## src/rtl/mem_access_pkg.sv

```systemverilog
// Shared definitions for the load/store initiator: FSM encoding and word geometry.
package mem_access_pkg;

    typedef logic [1:0] state_t;

    localparam state_t IDLE   = 2'd0;
    localparam state_t ACCESS = 2'd1;
    localparam state_t RESP   = 2'd2;

    localparam int unsigned WORD_BYTES  = 4;
    localparam int unsigned OFFSET_BITS = $clog2(WORD_BYTES);
    localparam logic [31:0] ALIGN_MASK  = 32'(WORD_BYTES - 1);

endpackage

```

## src/rtl/mem_access_unit_sat_counter.sv

```systemverilog
// Saturating event counter; holds at all-ones instead of wrapping.
module sat_counter #(
    parameter int unsigned WIDTH = 16
) (
    input  logic             Clock,
    input  logic             Reset,
    input  logic             inc,
    output logic [WIDTH-1:0] count
);

    always_ff @(posedge Clock or posedge Reset) begin
        if (Reset) begin
            count <= '0;
        end else if (inc && (count != {WIDTH{1'b1}})) begin
            count <= count + WIDTH'(1);
        end
    end

endmodule

```

## src/rtl/mem_access_unit.sv

```systemverilog
// Single-outstanding word load/store initiator between execute stage and data RAM.
module mem_access_unit
    import mem_access_pkg::*;
#(
    parameter int unsigned ADDR_BITS = 5,
    parameter int unsigned CNT_BITS  = 16
) (
    input  logic                Clock,
    input  logic                Reset,
    input  logic                req_valid,
    output logic                req_ready,
    input  logic                req_write,
    input  logic [31:0]         req_addr,
    input  logic [31:0]         req_wdata,
    output logic                resp_valid,
    input  logic                resp_ready,
    output logic [31:0]         resp_rdata,
    output logic                resp_err,
    output logic [31:0]         mem_addr,
    output logic [31:0]         mem_datain,
    output logic                mem_write,
    output logic                mem_read,
    input  logic [31:0]         mem_dataout,
    output logic [CNT_BITS-1:0] load_cnt,
    output logic [CNT_BITS-1:0] store_cnt,
    output logic [CNT_BITS-1:0] err_cnt
);

    localparam int unsigned RANGE_SHIFT = ADDR_BITS + OFFSET_BITS;

    state_t state;
    state_t state_nxt;
    logic   lat_write;
    logic   accept_c;
    logic   req_err_c;
    logic   load_inc_c;
    logic   store_inc_c;
    logic   err_inc_c;

    // Misaligned or beyond the RAM's byte range
    assign req_err_c = ((req_addr & ALIGN_MASK) != 32'd0) ||
                       ((req_addr >> RANGE_SHIFT) != 32'd0);

    always_ff @(posedge Clock or posedge Reset) begin
        if (Reset) begin
            state <= IDLE;
        end else begin
            state <= state_nxt;
        end
    end

    always_comb begin
        state_nxt   = state;
        accept_c    = 1'b0;
        load_inc_c  = 1'b0;
        store_inc_c = 1'b0;
        err_inc_c   = 1'b0;
        case (state)
            IDLE: begin
                if (req_valid) begin
                    accept_c  = 1'b1;
                    err_inc_c = req_err_c;
                    state_nxt = req_err_c ? RESP : ACCESS;
                end
            end
            ACCESS: begin
                load_inc_c  = ~lat_write;
                store_inc_c = lat_write;
                state_nxt   = RESP;
            end
            RESP: begin
                if (resp_ready) begin
                    state_nxt = IDLE;
                end
            end
            default: state_nxt = IDLE;
        endcase
    end

    // Strobes are registered from the next state so they occupy exactly the ACCESS cycle
    always_ff @(posedge Clock or posedge Reset) begin
        if (Reset) begin
            req_ready  <= 1'b1;
            resp_valid <= 1'b0;
            resp_rdata <= 32'd0;
            resp_err   <= 1'b0;
            mem_addr   <= 32'd0;
            mem_datain <= 32'd0;
            mem_write  <= 1'b0;
            mem_read   <= 1'b0;
            lat_write  <= 1'b0;
        end else begin
            req_ready  <= (state_nxt == IDLE);
            resp_valid <= (state_nxt == RESP);
            mem_write  <= 1'b0;
            mem_read   <= 1'b0;
            if (accept_c) begin
                resp_rdata <= 32'd0;
                resp_err   <= req_err_c;
                lat_write  <= req_write;
                if (!req_err_c) begin
                    mem_addr   <= req_addr;
                    mem_datain <= req_wdata;
                    mem_write  <= req_write;
                    mem_read   <= ~req_write;
                end
            end
            if (load_inc_c) begin
                resp_rdata <= mem_dataout;
            end
        end
    end

    sat_counter #(.WIDTH(CNT_BITS)) u_load_cnt (
        .Clock (Clock),
        .Reset (Reset),
        .inc   (load_inc_c),
        .count (load_cnt)
    );

    sat_counter #(.WIDTH(CNT_BITS)) u_store_cnt (
        .Clock (Clock),
        .Reset (Reset),
        .inc   (store_inc_c),
        .count (store_cnt)
    );

    sat_counter #(.WIDTH(CNT_BITS)) u_err_cnt (
        .Clock (Clock),
        .Reset (Reset),
        .inc   (err_inc_c),
        .count (err_cnt)
    );

endmodule

```

## config.mk

```make
export PLATFORM = sky130hd
export DESIGN_NAME = mem_access_unit
export DESIGN_NICKNAME = d
export VERILOG_FILES = /design/src/rtl/mem_access_pkg.sv /design/src/rtl/mem_access_unit_sat_counter.sv /design/src/rtl/mem_access_unit.sv
export SDC_FILE = /design/constraint.sdc
export NUM_CORES = 1
export LEC_CHECK = 0
export CAP_MARGIN = 20
export CORE_MARGIN = 2
export CORE_UTILIZATION = 35
export CTS_BUF_LIST = sky130_fd_sc_hd__clkbuf_8
export CTS_CLUSTER_DIAMETER = 150
export CTS_CLUSTER_SIZE = 16
export DETAILED_ROUTE_END_ITERATION = 8
export PLACE_DENSITY = 0.8
export REMOVE_ABC_BUFFERS = 1
export SYNTH_ARGS = -nofsm -noshare
export SYNTH_HDL_FRONTEND = slang
export SYNTH_SLANG_ARGS = --single-unit
```

## constraint.sdc

```tcl
create_clock -name Clock -period 4.93 [get_ports Clock]
set_input_delay 0.986 -clock Clock [delete_from_list [all_inputs] [get_ports Clock]]
set_output_delay 0.986 -clock Clock [all_outputs]
set_load 0.01 [all_outputs]
```

# After elaboration in Yosys (flattened, before gate mapping)
# Index checks and enable logic that the tools add are counted.
# totals
ff_bits,152
input_bits,101
output_inout_bits,149
elab_cells,51
# classes
add_sub_neg,3
eq_ne,6
muxes,16
bitwise_logic,3
n_reduce_logical,10
# op_table
operator,n
32-bit 2-to-1 mux,2
32-bit nonzero test,2
16-bit by 1-bit adder with 16-bit output (second input constant),3
16-bit inequality test (second input constant),3
1-bit 2-to-1 mux,10
2-bit 2-to-1 mux,3
2-bit case mux with 3 select lines,1
2-bit == test (second input constant),2
2-bit logical NOT,2
1-bit logical AND,3
1-bit inverter,3
2-bit by 1-bit == test with 1-bit output (second input constant),1
2-bit AND reduction,1
2-bit nonzero test,1
1-bit logical OR,1

# Depth between registers and ports, before layout
# depth
ltp_word,6
depth_mapped,8
mapped_depth_nobuf,6

# Cells and area by module
# Synthesis repeated with hierarchy kept, for this count alone.
# unflattened
cells_unflattened,460
area_unflattened_um2,6174.7
# by_module_without_submodules
module,instances,cells_per_inst,area_per_inst_um2,seq_area_each_um2
mem_access_unit,1,247,3757.4,2603.7
sat_counter,3,71,805.8,400.4

# Least setup slack after synthesis
# No wires, ideal clock.
# synth_path
path_type,input port to flip-flop
start,input port req_addr[15]
end,register mem_datain[0]
setup_ps,128
t_arrival_ps,2224
t_required_ps,4802
setup_slack_ps,2578
stages,7
path_buffers,2
path_cell_list,nor4_1 nand4_1 nor2_1 and2_1 buf_2 buf_4 mux2_1
# synth_between
elab_chain_len,4
# synth_rtl
item,line_no,rtl
start: declaration,mem_access_unit.sv:13,"input logic [31:0] req_addr,"
32-bit nonzero test,mem_access_unit.sv:42,((req_addr >> RANGE_SHIFT) != 32'd0);
1-bit logical OR,mem_access_unit.sv:41,assign req_err_c = ((req_addr & ALIGN_MASK) != 32'd0) ||
1-bit inverter (no line),-,
2-bit AND reduction (no line),-,
end signal: assignment,mem_access_unit.sv:103,mem_datain <= req_wdata;
end: declaration,mem_access_unit.sv:20,"output logic [31:0] mem_datain,"
# No other way between the ends.
# A chain may end at the register's enable or synchronous reset.

# Final worst setup path
# layout_path
start,input port req_addr[14]
end,register mem_datain[23]
# Same word-level chain as after synthesis.

==> summary.txt <==
Status
  • Status: complete, no violations

Placed design
  • Final Wtd Congestion: 0.766
  • Placed Instances: 905
  • HPWL after detailed placement: 11.7 mm
  • Port Buffers: 249
  • DP Worst Slack: 1010 ps

Worst setup path
  • CP cell instances: clkdlybuf4s50_1, nor4_1, nand4_1, nor2_1, and2_2, buf_4, mux2_1
  • WP data required: 5250 ps
  • Crit start category: input port
  • Reg2reg start: u_err_cnt.count[0]
  • CP max FO: 36
  • Critical R2R Capture: u_err_cnt.count[1]
  • Crit path buf inv count: 2
  • Setup CP Type: in -> reg
  • Reg2Reg Depth: 5
  • Worst reg-to-reg setup slack: 2680 ps
  • WP data arrival: 3800 ps
  • Cell family with most CP delay: simple AND/OR/NAND/NOR gates
  • Crit path depth: 7
  • Crit end category: register
  • Slowest stage delay, CP: 830 ps
  • Highest-delay cell along the critical path: nor4_1

Hold path
  • Hold EP: mem_addr[3]
  • Hold Path Depth: 1
  • Worst Hold Launch: mem_addr[3]
  • Hold/Removal Path Class: reg -> reg

Global routing
  • GRT Util Overall: 17.7%
  • Pin count of the biggest net entering global routing: 82
  • Total gr overflow: 0
  • Vias in the first global route: 4680
  • Global-route wire length before repair: 25.0 mm
  • Initial antenna violation count: 0

Routing
  • TritonRoute pass-1 iters: 4
  • Post-route DRC: 0
  • Via Count: 4516
  • 1st-iter DRT viols: 225
  • Routed WL per cell: 17.0 um
  • Final WL: 16.0 mm
  • Antenna Nets Post-Route: 0
  • Drt via density: 4.82

Yosys
  • Synth warnings: 0
  • Register area share after synthesis: 63.3%
  • Area of the mapped netlist: 0.00601 mm2
  • FF+latch count, synth: 152
  • Post-Syn Instances: 446
  • Number of library cell types mapped by synthesis: 41
  • Syn avg cell area: 13.5 um2

Clocking
  • Clk root buf: clkbuf_8
  • CTS sink cnt: 152
  • Post-CTS setup buffer count: 0
  • CTS tree: yes
  • Hold_buf cts: 0
  • Clock buffer depth: 2
  • Clk_lat worst skew: 440 ps
  • Cts repair resizes: 0
  • Number of H-tree levels: 4
  • Inserted Clock Buffers: 17
  • Clock-pin slew on the worst setup and hold paths: 80 ps

STA
  • Setup ws final: 1450 ps
  • Final Hold Vio Count: 0
  • Setup violators final: 0
  • Crit path time final: 3480 ps
  • RSZ-0062 raised after global routing: no
  • Final Max Tran Viols: 0
  • Post-route setup TNS: 0 ps
  • Tcrit/Tclk final: 70.5%
  • Worst-Margin Slew: 966 ps
  • Fmax: 0.288 GHz
  • Clock skew: 8.39 ps
  • Worst rel slew slack: 35.0%

Cells and area
  • Most common cell after layout, fill and taps aside: clkdlybuf4s50_1
  • Antenna cells: 0
  • Share of cells above drive strength 1: 7.68%
  • Fin util: 55.3%
  • Commonest non-fill, non-tap cells in the layout: 249 x clkdlybuf4s50_1, 151 x dfrtp_1, 40 x mux2_1
  • Net count reported at finish: 808
  • Non-filler instance count after layout: 936
  • Layout area overhead: 53.6%

Power
  • Pwr dens: 293 mW/mm2
  • Peak supply drop: 0.000187 V
  • Total power: 2.71 mW
  • Leakage power: 4.13 nW

Job
  • Max-Cap Viols: 0

Die
  • Die area: 0.0182 mm2
  • # rows: 47
  • Core Footprint: 0.0167 mm2
  • Die width: 135 um
  • Die Ht: 135 um
  • Initial Util: 36.0%
  • Io pins: 250
==> worst max-delay path by stage <==
stage,start,to,slack (ps)
5_1_grt,req_addr[13],mem_datain[24],1400
6_report,req_addr[14],mem_datain[23],1450
3_3_place_gp,req_addr[31],mem_datain[3],1090
3_5_place_dp,req_addr[31],mem_datain[5],1010
4_1_cts,req_addr[31],mem_datain[5],1510
2_1_floorplan,Reset,lat_write,-150
==> sequential cells by signal (all words and copies together), names as in the netlist <==
name	cells
mem_addr	32
mem_datain	32
resp_rdata	32
u_err_cnt.count	16
u_load_cnt.count	16
u_store_cnt.count	16
state	2
lat_write	1
mem_read	1
mem_write	1
req_ready	1
resp_err	1
resp_valid	1
==> worst register-to-register path: stages, from the launching register on <==
cell and delay (ps):
dfrtp_1 430, ha_1 190, nand3_1 280, nor4_4 720, nor2_1 170, mux2_1 340
==> synth_stat cells, drive strengths merged <==
| library cell | number | share of area, % |
|---|---|---|
| a21oi | 3 | 0.25 |
| a22o | 32 | 4.7 |
| a31oi | 2 | 0.21 |
| and2 | 1 | 0.10 |
| and3 | 2 | 0.21 |
| and3b | 1 | 0.15 |
| and4 | 2 | 0.29 |
| buf | 10 | 1.0 |
| clkbuf | 6 | 0.37 |
| dfrtp | 151 | 63 |
| dfstp | 1 | 0.44 |
| ha | 3 | 0.62 |
| inv | 4 | 0.25 |
| mux2 | 40 | 7.5 |
| nand2 | 20 | 1.2 |
| nand2b | 1 | 0.10 |
| nand3 | 19 | 1.6 |
| nand3b | 1 | 0.12 |
| nand4 | 20 | 2.2 |
| nor2 | 18 | 1.2 |
| nor2b | 29 | 3.0 |
| nor3 | 6 | 0.67 |
| nor3b | 2 | 0.44 |
| nor4 | 21 | 2.9 |
| nor4b | 2 | 0.40 |
| o21a | 1 | 0.12 |
| o21ai | 2 | 0.23 |
| o41ai | 1 | 0.27 |
| or2 | 1 | 0.15 |
| or4 | 2 | 0.31 |
| xnor2 | 21 | 3.1 |
| xor2 | 21 | 3.1 |
==> logic make-up (layout without fill, tap and decap cells) <==
| group | count (synthesis) | count (layout) | synth area share, % |
|---|---|---|---|
| buffers and inverters | 20 | 290 | 1.66 |
| xor gates and xnor gates | 42 | 42 | 6.12 |
| muxes | 40 | 40 | 7.49 |
| adders and majority gates | 3 | 3 | 0.624 |
| DFF | 152 | 152 | 63.3 |
| and+or+nand+nor | 148 | 148 | 15.1 |
| AOI/OAI and AO/OA | 41 | 41 | 5.74 |
==> final cells by class <==
class | count | area, um2
fillers | 1448 | 7460
inverters | 4 | 20.0
flip-flops and latches | 152 | 3800
multi-input cells | 274 | 2120
repair buffers | 255 | 2570
clock buffers | 18 | 248
well taps | 220 | 275
clock inverters | 13 | 203
==> stage by stage <==
stage          instance area [um2]  hold slack (ps)
3_3_place_gp                  8760              468
6_report                      9240              488
4_1_cts                       9240              493
3_5_place_dp                  8790              474
2_1_floorplan                 5930              520
5_1_grt                       9240              509
==> metal layers <==
metal / vias up / share of wire (%) / GRT usage, %
met1: 2229 / 42 / 22.0
met2: 143 / 51 / 30.0
li1: 2114 / - / -
met3: 30 / 5.3 / 4.54
met4: 0 / 2.3 / 6.66
met5: - / 0 / 0
==> where the power goes <==
part	switching (mW)	internal, mW	total, mW
Combinational	0.116	0.168	0.284
Clock	0.470	0.611	1.08
Sequential	0.0567	1.28	1.34
No activity file was read; power rests on OpenSTA's default activity.
